$ cat src/rtl/axil_master.sv
// ---------------------------------------------------------------------------
// axil_master
//   Single-outstanding AXI4-Lite master. A command taken on the cmd_* port is
//   turned into one AXI-Lite write (AW + W, then B) or read (AR, then R), and
//   the result is returned on the rsp_* port.
//
//   Optional build macro: AXIL_MASTER_TIMEOUT_EN
//     When defined, a cycle counter bounds the time spent waiting on the bus;
//     after TIMEOUT_CYCLES the transaction is abandoned and answered with
//     SLVERR (2'b10) and rsp_timeout=1. When undefined there is no counter,
//     the master waits indefinitely and rsp_timeout is tied low.
//
//   Ports
//     ACLK, ARESET              clock (rising edge) and synchronous active-high reset
//     cmd_valid / cmd_ready     command handshake
//     cmd_write                 1 = write, 0 = read
//     cmd_addr, cmd_wdata, cmd_wstrb   address, write data, byte strobes
//     rsp_valid / rsp_ready     response handshake
//     rsp_write, rsp_rdata, rsp_resp, rsp_timeout   op type, read data, AXI resp, timeout flag
//     AW_*, W_*, B_*, AR_*, R_* AXI-Lite master channels
//     dbg_state                 current FSM state (encoding: localparams below)
//
//   Handshake rule (all channels, both sides): a transfer happens on a rising
//   edge where VALID and READY are both high. A VALID, once raised, stays high
//   with its payload unchanged until that transfer (the only exception being a
//   timeout abandon). Every VALID/READY driven here is a flop output, so no
//   input reaches them combinationally.
// ---------------------------------------------------------------------------
module axil_master #(
  parameter int ADDR_WIDTH     = 32,
  parameter int DATA_WIDTH     = 32,
  parameter int TIMEOUT_CYCLES = 256
) (
  input  logic                    ACLK,
  input  logic                    ARESET,
  // command
  input  logic                    cmd_valid,
  output logic                    cmd_ready,
  input  logic                    cmd_write,
  input  logic [ADDR_WIDTH-1:0]   cmd_addr,
  input  logic [DATA_WIDTH-1:0]   cmd_wdata,
  input  logic [DATA_WIDTH/8-1:0] cmd_wstrb,
  // response
  output logic                    rsp_valid,
  input  logic                    rsp_ready,
  output logic                    rsp_write,
  output logic [DATA_WIDTH-1:0]   rsp_rdata,
  output logic [1:0]              rsp_resp,
  output logic                    rsp_timeout,
  // AXI-Lite write address
  output logic                    AW_VALID,
  input  logic                    AW_READY,
  output logic [ADDR_WIDTH-1:0]   AW_ADDR,
  // AXI-Lite write data
  output logic                    W_VALID,
  input  logic                    W_READY,
  output logic [DATA_WIDTH-1:0]   W_DATA,
  output logic [DATA_WIDTH/8-1:0] W_STRB,
  // AXI-Lite write response
  input  logic                    B_VALID,
  output logic                    B_READY,
  input  logic [1:0]              B_RESP,
  // AXI-Lite read address
  output logic                    AR_VALID,
  input  logic                    AR_READY,
  output logic [ADDR_WIDTH-1:0]   AR_ADDR,
  // AXI-Lite read data
  input  logic                    R_VALID,
  output logic                    R_READY,
  input  logic [DATA_WIDTH-1:0]   R_DATA,
  input  logic [1:0]              R_RESP,
  // debug
  output logic [2:0]              dbg_state
);

  localparam logic [2:0] IDLE    = 3'd0;
  localparam logic [2:0] WR_REQ  = 3'd1;
  localparam logic [2:0] WR_RESP = 3'd2;
  localparam logic [2:0] RD_REQ  = 3'd3;
  localparam logic [2:0] RD_RESP = 3'd4;
  localparam logic [2:0] RSP     = 3'd5;

  logic [2:0] state;

  assign dbg_state = state;

  // In WR_REQ a channel whose VALID is already low has finished its transfer,
  // so "both done" is: each channel is either already done or transferring now.
  logic wr_addr_done;
  logic wr_data_done;

  assign wr_addr_done = !AW_VALID || AW_READY;
  assign wr_data_done = !W_VALID  || W_READY;

`ifdef AXIL_MASTER_TIMEOUT_EN
  localparam int TCNT_W = $clog2(TIMEOUT_CYCLES + 1);

  logic [TCNT_W-1:0] tcnt;
  logic              cmd_write_q;
  logic              in_bus;
  logic              bus_finishing;
  logic              tmo_hit;

  assign in_bus        = (state == WR_REQ) || (state == WR_RESP) ||
                         (state == RD_REQ) || (state == RD_RESP);
  // A response arriving on the very cycle the limit is reached wins.
  assign bus_finishing = ((state == WR_RESP) && B_VALID) ||
                         ((state == RD_RESP) && R_VALID);
  assign tmo_hit       = (tcnt == TCNT_W'(TIMEOUT_CYCLES - 1));
`else
  assign rsp_timeout = 1'b0;
`endif

  always_ff @(posedge ACLK) begin
    if (ARESET) begin
      state     <= IDLE;
      cmd_ready <= 1'b0;
      AW_VALID  <= 1'b0;
      W_VALID   <= 1'b0;
      AR_VALID  <= 1'b0;
      B_READY   <= 1'b0;
      R_READY   <= 1'b0;
      AW_ADDR   <= '0;
      AR_ADDR   <= '0;
      W_DATA    <= '0;
      W_STRB    <= '0;
      rsp_valid <= 1'b0;
      rsp_write <= 1'b0;
      rsp_rdata <= '0;
      rsp_resp  <= 2'b00;
`ifdef AXIL_MASTER_TIMEOUT_EN
      rsp_timeout <= 1'b0;
      tcnt        <= '0;
      cmd_write_q <= 1'b0;
`endif
    end else begin
      case (state)
        IDLE: begin
          // cmd_ready comes up one cycle after reset release and stays up
          // until a command is taken.
          cmd_ready <= 1'b1;
          if (cmd_valid && cmd_ready) begin
            cmd_ready <= 1'b0;
            AW_ADDR   <= cmd_addr;
            AR_ADDR   <= cmd_addr;
            W_DATA    <= cmd_wdata;
            W_STRB    <= cmd_wstrb;
`ifdef AXIL_MASTER_TIMEOUT_EN
            cmd_write_q <= cmd_write;
`endif
            if (cmd_write) begin
              AW_VALID <= 1'b1;
              W_VALID  <= 1'b1;
              state    <= WR_REQ;
            end else begin
              AR_VALID <= 1'b1;
              state    <= RD_REQ;
            end
          end
        end

        WR_REQ: begin
          // AW and W retire independently, in either order or together.
          if (AW_READY) AW_VALID <= 1'b0;
          if (W_READY)  W_VALID  <= 1'b0;
          if (wr_addr_done && wr_data_done) begin
            B_READY <= 1'b1;
            state   <= WR_RESP;
          end
        end

        WR_RESP: begin
          if (B_VALID) begin
            B_READY   <= 1'b0;
            rsp_valid <= 1'b1;
            rsp_write <= 1'b1;
            rsp_rdata <= '0;
            rsp_resp  <= B_RESP;
`ifdef AXIL_MASTER_TIMEOUT_EN
            rsp_timeout <= 1'b0;
`endif
            state     <= RSP;
          end
        end

        RD_REQ: begin
          if (AR_READY) begin
            AR_VALID <= 1'b0;
            R_READY  <= 1'b1;
            state    <= RD_RESP;
          end
        end

        RD_RESP: begin
          if (R_VALID) begin
            R_READY   <= 1'b0;
            rsp_valid <= 1'b1;
            rsp_write <= 1'b0;
            rsp_rdata <= R_DATA;
            rsp_resp  <= R_RESP;
`ifdef AXIL_MASTER_TIMEOUT_EN
            rsp_timeout <= 1'b0;
`endif
            state     <= RSP;
          end
        end

        RSP: begin
          // rsp_* fields are left untouched here, so they hold until taken.
          if (rsp_ready) begin
            rsp_valid <= 1'b0;
            cmd_ready <= 1'b1;
            state     <= IDLE;
          end
        end

        default: begin
          state     <= IDLE;
          cmd_ready <= 1'b0;
          AW_VALID  <= 1'b0;
          W_VALID   <= 1'b0;
          AR_VALID  <= 1'b0;
          B_READY   <= 1'b0;
          R_READY   <= 1'b0;
          rsp_valid <= 1'b0;
        end
      endcase

`ifdef AXIL_MASTER_TIMEOUT_EN
      // Placed after the case so an abandon overrides whatever the bus state
      // branch scheduled this cycle.
      if (in_bus) begin
        if (tmo_hit && !bus_finishing) begin
          AW_VALID    <= 1'b0;
          W_VALID     <= 1'b0;
          AR_VALID    <= 1'b0;
          B_READY     <= 1'b0;
          R_READY     <= 1'b0;
          rsp_valid   <= 1'b1;
          rsp_write   <= cmd_write_q;
          rsp_rdata   <= '0;
          rsp_resp    <= 2'b10;
          rsp_timeout <= 1'b1;
          state       <= RSP;
          tcnt        <= '0;
        end else begin
          tcnt <= tcnt + 1'b1;
        end
      end else begin
        tcnt <= '0;
      end
`endif
    end
  end

endmodule

$ cat config.mk
export PLATFORM = sky130hd
export DESIGN_NAME = axil_master
export DESIGN_NICKNAME = d
export VERILOG_FILES = /design/src/rtl/axil_master.sv
export SDC_FILE = /design/constraint.sdc
export NUM_CORES = 1
export LEC_CHECK = 0
export CELL_PAD_IN_SITES_DETAIL_PLACEMENT = 1
export CELL_PAD_IN_SITES_GLOBAL_PLACEMENT = 2
export CORE_AREA = 3 3 126 189
export CTS_CLUSTER_SIZE = 40
export DETAILED_ROUTE_END_ITERATION = 6
export DIE_AREA = 0 0 129 192
export GPL_TIMING_DRIVEN = 0
export PLACE_DENSITY = 0.9
export SLEW_MARGIN = 20
export SYNTH_ARGS = -nofsm -noshare
export SYNTH_HDL_FRONTEND = slang
export SYNTH_SLANG_ARGS = --single-unit
$ cat constraint.sdc
create_clock -name ACLK -period 2.1 [get_ports ACLK]
set_input_delay 0.315 -clock ACLK [delete_from_list [all_inputs] [get_ports ACLK]]
set_output_delay 0.315 -clock ACLK [all_outputs]
set_load 0.005 [all_outputs]
==> key figures, run 1 <==
Detailed routing
  – Via Count: 4696
  – DRT antenna net count: 0
  – Number of remaining DRC errors: 0
  – DRT iter0 DRCs: 117
  – DR vias/cell: 4.28
  – Routed wire length: 17500 um
  – Wirelength per Cell: 15.9 um
  – Detailed Routing Iterations Pass 1: 4

STA
  – Fin. Hold Viols: 0
  – Worst-Margin Slew: 0.757 ns
  – Rel. slew slack: 49.5%
  – Worst Slack Setup Final: 0.223 ns
  – Min Tclk post-route: 1.88 ns
  – Setup Viol. Count Final: 0
  – Final Cycle Share: 89.4%
  – Max Slew Vio Count: 0
  – Max Clock Skew: 0.00866 ns
  – RSZ-0062 raised after global routing: no
  – Highest Clock Rate: 533 MHz

Logic synthesis
  – Ys Warns: 0
  – Mapped Area: 0.00442 sq mm
  – Sequential area share after synthesis: 51.2%
  – Post-Syn Nets: 653
  – Largest family of logic cells by synthesized area: simple AND/OR/NAND/NOR gates
  – Mux cell area share after synthesis: 0.453%
  – Netlist cell types: 36
  – Cells after Synth: 537
  – Post-synth EDFFs: 0
  – Mean Syn Cell Area: 8.23 sq um
  – Synth Area in XOR/XNOR: 0%
  – Number of synthesized register bits: 113
  – Synth Flop Type: dfxtp_1
  – Synth Area in Compound Gates: 18.5%
  – Adder-cell share of the synthesized area: 0.566%
  – Post-Synth Simple-Gate Area: 19.0%
  – Synth async-reset ratio: 0%

Layout
  – FF/Latch Area: 0.00226 sq mm
  – Layout area overhead: 79.0%
  – Fillers: 2612
  – ANT cells: 0
  – Share of cells above drive strength 1: 9.85%
  – Multi-input logic area: 0.00171 sq mm
  – # nets final: 928
  – Most frequent cells in the layout: clkdlybuf4s50_1, nand2_1, dfxtp_1
  – Most common cell after layout, fill and taps aside: clkdlybuf4s50_1
  – Final instance area: 0.00791 sq mm

Worst hold path
  – Tightest Hold Check Type: input pin to flip-flop
  – Cell count of the worst hold path: 2

Power
  – PD cells: 1030 mW/mm^2
  – Sw Share: 29.7%
  – Net Switching: 0.00242 W
  – Total Power: 0.00814 W
  – Clk network pwr share: 34.9%
  – Flop pwr share: 32.5%
  – Combinational share of power: 32.5%
  – Internal power: 0.00572 W
  – LEAKAGE: 2.89 nW
  – VDD IR max: 0.000464 V

Status
  – Outcome: finished clean

Setup path
  – Worst path max stage delay: 0.44 ns
  – Worst setup path startpoint: dbg_state[2]$_SDFFE_PP0P_
  – Worst r2r path cells: 6
  – Buffer and inverter count on the worst path: 2
  – Internal reg-to-reg setup slack: 0.22 ns
  – Reg-to-Reg Start: dbg_state[2]$_SDFFE_PP0P_
  – Required @ worst endpoint: 2.42 ns
  – Worst path most repeated cell: a31oi_1
  – Family with the most delay on the worst path: compound AO/OA/AOI/OAI gates
  – WP data arrival: 2.20 ns
  – CP startpoint kind: flip-flop
  – Crit. path cell count: 6
  – Worst-path maximum fanout: 10
  – Crit Reg-Reg Endpoint: AW_VALID$_SDFFE_PP0P_
  – Cell Chain, Critical Path: buf_2, inv_1, ha_1, a31oi_1, a31oi_1, a211oi_1
  – WS Path Type: flip-flop to flip-flop
  – Crit path capture: AW_VALID$_SDFFE_PP0P_
  – CP Capture Type: flip-flop
  – Slowest CP cell: dfxtp_1

GRT
  – Largest net degree at the start of global routing: 20
  – Vias in the first global route: 4857
  – Initial antenna violation count: 0
  – GRT Util Overall: 13.8%
  – First-pass GRT wire length: 26400 um
  – Grt ovf: 0

Placement
  – Setup WS pre-CTS: 0.00439 ns
  – Gpl congestion: 0.794
  – Post-DP HPWL: 13600 um
  – Port bufs: 257
  – Post-DP Area: 0.00734 sq mm

Floorplan
  – Initial Util: 19.8%
  – Die Area: 0.0248 sq mm
  – Die Y: 192 um
  – Core Region: 0.0223 sq mm
  – # IOs: 260
  – Die width: 129 um
  – FP Rows: 67

Clock tree
  – CTS sink cnt: 113
  – Post-CTS Resized: 0
  – CTS buffer count: 17
  – Clk_lat worst skew: 0.42 ns
  – Post-CTS Setup Inserts: 0
  – Root cell of the clock tree: clkbuf_16
  – CTS Buffer Depth: 2
  – CTS clk-pin slew, worst paths: 0.05 ns
  – CTS tree: yes
  – H-tree depth: 4

Job
  – Max-Cap Viols: 0
==> layout make-up <==
| class | count | area share, % |
|---|---|---|
| tap | 276 | 4.36 |
| inverter | 3 | 0.142 |
| clock inverter | 6 | 1.01 |
| sequential | 113 | 28.6 |
| buffer | 72 | 5.53 |
| clock buffer | 23 | 6.29 |
| multi-input combinational | 348 | 21.6 |
| timing repair buffer | 257 | 32.5 |
==> routing by layer <==
metal	track usage (%)	share of wire [%]
met1	14.0	38
met5	0	0
met3	5.51	7.7
met2	25.2	53
met4	5.17	2.0
==> worst register-to-register path, stage by stage, from the launching register on <==
cell and delay [ns]:
dfxtp_1 0.44, buf_2 0.28, inv_1 0.14, ha_1 0.31, a31oi_1 0.27, a31oi_1 0.13, a211oi_1 0.22
==> power groups by stage <==
| stage | Sequential [W] | Combinational [W] | Clock (W) |
|---|---|---|---|
| 6_report | 0.00265 | 0.00265 | 0.00284 |
| 5_1_grt | 0.00269 | 0.00293 | 0.00303 |
| 4_1_cts | 0.00265 | 0.00270 | 0.00295 |
| 3_5_place_dp | 0.00269 | 0.00270 | 0 |
| 3_3_place_gp | 0.00268 | 0.00267 | 0 |
| 2_1_floorplan | 0.00269 | 0.00127 | 0 |
==> timing repair <==
action | CTS | global route
setup endpoints to repair | 2 | 0
hold buffers | 0 | 0
hold endpoints to repair | 0 | 0
==> cells in the mapped netlist, types with 2 or more instances <==
cell | n | area, sq um
ha_1 | 2 | 25.0
nand3b_1 | 3 | 22.5
buf_6 | 3 | 33.8
a211oi_1 | 5 | 37.5
nand2_1 | 147 | 552
a21oi_1 | 81 | 405
nand2b_1 | 4 | 25.0
a311oi_1 | 4 | 35.0
inv_1 | 3 | 11.3
a21o_1 | 2 | 15.0
mux2i_1 | 2 | 20.0
nor2_1 | 38 | 143
buf_2 | 14 | 70.1
o21ai_0 | 5 | 25.0
buf_4 | 34 | 255
a31oi_1 | 5 | 31.3
nor3_1 | 2 | 10.0
a22oi_1 | 32 | 240
clkbuf_1 | 22 | 82.6
dfxtp_1 | 113 | 2260
==> sequential cells by signal, indices dropped and copies added, names as in the netlist <==
register,count
AR_ADDR,32
AR_VALID,1
AW_VALID,1
B_READY,1
R_READY,1
W_DATA,32
W_STRB,4
W_VALID,1
cmd_ready,1
dbg_state,3
rsp_rdata,32
rsp_resp,2
rsp_valid,1
rsp_write,1
==> stage by stage <==
step	hold WS [ns]	instances	setup TNS [ns]	util (%)
floorplan	0.451	537	0	-
detailed placement	0.450	1070	0	32.9
global placement	0.441	1070	-0.00774	32.9
CTS	0.284	1098	0	35.5
finish	0.270	1098	0	35.5
global route	0.310	1098	0	35.5
==> worst min path at each step <==
stage / startpoint / to / slack [ns]
floorplan: cmd_wdata[0] / W_DATA[0]$_SDFFE_PP0P_ / 0.45
global placement: W_DATA[22]$_SDFFE_PP0P_ / W_DATA[22]$_SDFFE_PP0P_ / 0.44
detailed placement: W_DATA[0]$_SDFFE_PP0P_ / W_DATA[0]$_SDFFE_PP0P_ / 0.45
CTS: ARESET / cmd_ready$_SDFFE_PP0P_ / 0.28
global route: ARESET / cmd_ready$_SDFFE_PP0P_ / 0.31
finish: ARESET / cmd_ready$_SDFFE_PP0P_ / 0.27
==> logic make-up after synthesis <==
family | count (synthesis)
and+or+nand+nor | 206
buffers and inverters | 76
AOI/OAI and AO/OA | 137
other | 1
DFF | 113
adders and majority gates | 2
muxes | 2
No activity file was read; power rests on OpenSTA's default activity.
==> inputs of run 2 (changes only) <==
--- a/config.mk
+++ b/config.mk
@@ -6,13 +6,13 @@
 export NUM_CORES = 1
 export LEC_CHECK = 0
 export CELL_PAD_IN_SITES_DETAIL_PLACEMENT = 1
-export CELL_PAD_IN_SITES_GLOBAL_PLACEMENT = 2
-export CORE_AREA = 3 3 126 189
+export CELL_PAD_IN_SITES_GLOBAL_PLACEMENT = 1
+export CORE_AREA = 3 3 111 166
 export CTS_CLUSTER_SIZE = 40
 export DETAILED_ROUTE_END_ITERATION = 6
-export DIE_AREA = 0 0 129 192
+export DIE_AREA = 0 0 114 169
 export GPL_TIMING_DRIVEN = 0
-export PLACE_DENSITY = 0.9
+export PLACE_DENSITY = 0.89
 export SLEW_MARGIN = 20
 export SYNTH_ARGS = -nofsm -noshare
 export SYNTH_HDL_FRONTEND = slang
==> run 2 against run 1 <==
Maximum frequency down 3.8%; cell count is 5.4% lower; clock power is 7.0% higher; setup slack got worse by 0.074 ns; via count increased by 1.9%; worst hold slack better by 0.030 ns; flip-flop and latch count stayed put; critical path depth is 2 higher; clock skew is 0.0048 ns higher; first-iteration DRC count increased by 33%; largest power group unchanged; highest routed layer unchanged.
==> key figures, run 2 (synthesis gave the netlist of run 1 again) <==
Status
  – Outcome: finished clean

Placement
  – Placed Cells: 1007
  – Post-DP HPWL: 13700 um
  – Setup WS pre-CTS: -0.00500 ns
  – Gpl congestion: 0.767
  – Port bufs: 257

Layout
  – Regs by FF count: AR_ADDR: 32 flops, W_DATA: 32 flops, rsp_rdata: 32 flops
  – Layout area overhead: 78.6%
  – Share of cells above drive strength 1: 10.7%
  – Most common cell after layout, fill and taps aside: clkdlybuf4s50_1
  – Multi-input logic area: 0.00172 sq mm
  – ANT cells: 0
  – # nets final: 929
  – Most frequent cells in the layout: clkdlybuf4s50_1, nand2_1, dfxtp_1
  – Cell Count, Final, Fillers Out: 1039
  – Fillers: 2028
  – FF/Latch Area: 0.00226 sq mm

Floorplan
  – FP Rows: 59
  – # IOs: 260
  – Die width: 114 um
  – Core Region: 0.0173 sq mm
  – Initial Util: 25.6%
  – Die Y: 169 um
  – Die Area: 0.0193 sq mm

GRT
  – GRT Util Overall: 18.1%
  – Grt ovf: 0
  – Largest net degree at the start of global routing: 17
  – Vias in the first global route: 5063
  – Met3 GRT Util: 5.87%
  – Met1 Use GR: 17.7%
  – First-pass GRT wire length: 27400 um
  – Initial antenna violation count: 0
  – Top Usage Layer GRT: met2
  – Grt met2 use: 34.9%

Detailed routing
  – Wirelength per Cell: 17.1 um
  – DR vias/cell: 4.61
  – Routed wire length: 17700 um
  – Via Count: 4786
  – DRT antenna net count: 0
  – Detailed Routing Iterations Pass 1: 4
  – Number of remaining DRC errors: 0
  – DRT iter0 DRCs: 156

Clock tree
  – CTS Buffer Depth: 2
  – H-tree depth: 4
  – Clk_lat worst skew: 0.41 ns
  – Post-CTS Setup Inserts: 0
  – Root cell of the clock tree: clkbuf_16
  – CTS clk-pin slew, worst paths: 0.06 ns
  – CTS tree: yes
  – CTS buffer count: 17
  – CTS sink cnt: 113

Setup path
  – WP data arrival: 2.24 ns
  – CP Capture Type: flip-flop
  – Worst-path maximum fanout: 10
  – WS Path Type: flip-flop to flip-flop
  – CP startpoint kind: flip-flop
  – Required @ worst endpoint: 2.39 ns

STA
  – Worst Slack Setup Final: 0.148 ns
  – Fin Hold WS: 0.300 ns
  – Rel. slew slack: 52.9%
  – Setup Viol. Count Final: 0
  – Min Tclk post-route: 1.95 ns
  – Worst-Margin Slew: 0.706 ns
  – Final Cycle Share: 92.9%
  – RSZ-0062 raised after global routing: no
  – Max Clock Skew: 0.0135 ns
  – Highest Clock Rate: 512 MHz
  – Fin. Hold Viols: 0
  – Max Slew Vio Count: 0

Job
  – Max-Cap Viols: 0

Worst hold path
  – Tightest Hold Check Type: input pin to flip-flop

Power
  – LEAKAGE: 2.90 nW
  – VDD IR max: 0.000432 V
  – PD cells: 1060 mW/mm^2
-- run 2: cell types whose count changed in the layout (fill, tap and decap cells not counted), sizes merged --
| cell | delta |
|---|---|
| clkbuf | -2 |
| clkinvlp | +4 |
| bufinv | +1 |
| inv | +1 |
-- run 2: per-layer routing --
layer / part of all wire, % / vias up
met2: 55 / 186
met1: 36 / 2251
li1: - / 2329
met3: 7.5 / 20
met4: 1.9 / 0
met5: 0 / -
-- run 2: power breakdown --
group          internal [W]  leakage (nW)  switching, W
Clock               0.00196         0.295       0.00108
Sequential          0.00244         0.916      0.000203
Combinational       0.00142          1.69       0.00128
Total               0.00583          2.90       0.00256
-- run 2: path summary, 6_finish.rpt --
kind                                           startpoint                   endpoint  slack [ns]  cells past startpoint
worst max-delay path            dbg_state[1]$_SDFFE_PP0P_  dbg_state[0]$_SDFFE_PP0P_        0.15                      8
worst min-delay path                               ARESET     cmd_ready$_SDFFE_PP0P_        0.30                      2
worst max register to register  dbg_state[1]$_SDFFE_PP0P_  dbg_state[0]$_SDFFE_PP0P_        0.15                      8
worst min register to register    W_DATA[21]$_SDFFE_PP0P_    W_DATA[21]$_SDFFE_PP0P_        0.45                      2
-- run 2: worst max-delay path, stage by stage, from the launching register on --
cell and delay, ns:
dfxtp_1 0.34, buf_4 0.18, clkbuf_2 0.19, inv_1 0.16, ha_1 0.26, nor3_1 0.07, a211oi_1 0.22, a21oi_1 0.07
a311oi_1 0.35
-- run 2: final cells by class --
| class | instances | share of cell area, % |
|---|---|---|
| Timing Repair Buffer | 257 | 32.6 |
| Tap cell | 213 | 3.37 |
| Multi-Input combinational cell | 348 | 21.8 |
| Clock buffer | 20 | 5.91 |
| Buffer | 73 | 5.61 |
| Sequential cell | 113 | 28.6 |
| Inverter | 3 | 0.143 |
| Clock inverter | 12 | 1.98 |
-- run 2: metrics by stage --
step | total power [W] | util (%) | area, sq um | setup TNS, ns
2_1_floorplan | 0.00395 | - | 4420 | 0
3_3_place_gp | 0.00531 | 42.0 | 7260 | 0
3_5_place_dp | 0.00539 | 42.0 | 7260 | -0.00500
4_1_cts | 0.00849 | 45.6 | 7890 | 0
5_1_grt | 0.00888 | 45.7 | 7900 | 0
6_report | 0.00839 | 45.7 | 7900 | 0
-- run 2: what timing repair did --
| action | CTS | global route |
|---|---|---|
| setup endpoints to repair | 2 | 2 |
| hold buffers | 0 | 0 |
| gates resized for setup | 1 | 2 |
| endpoints found under the hold margin | 0 | 0 |
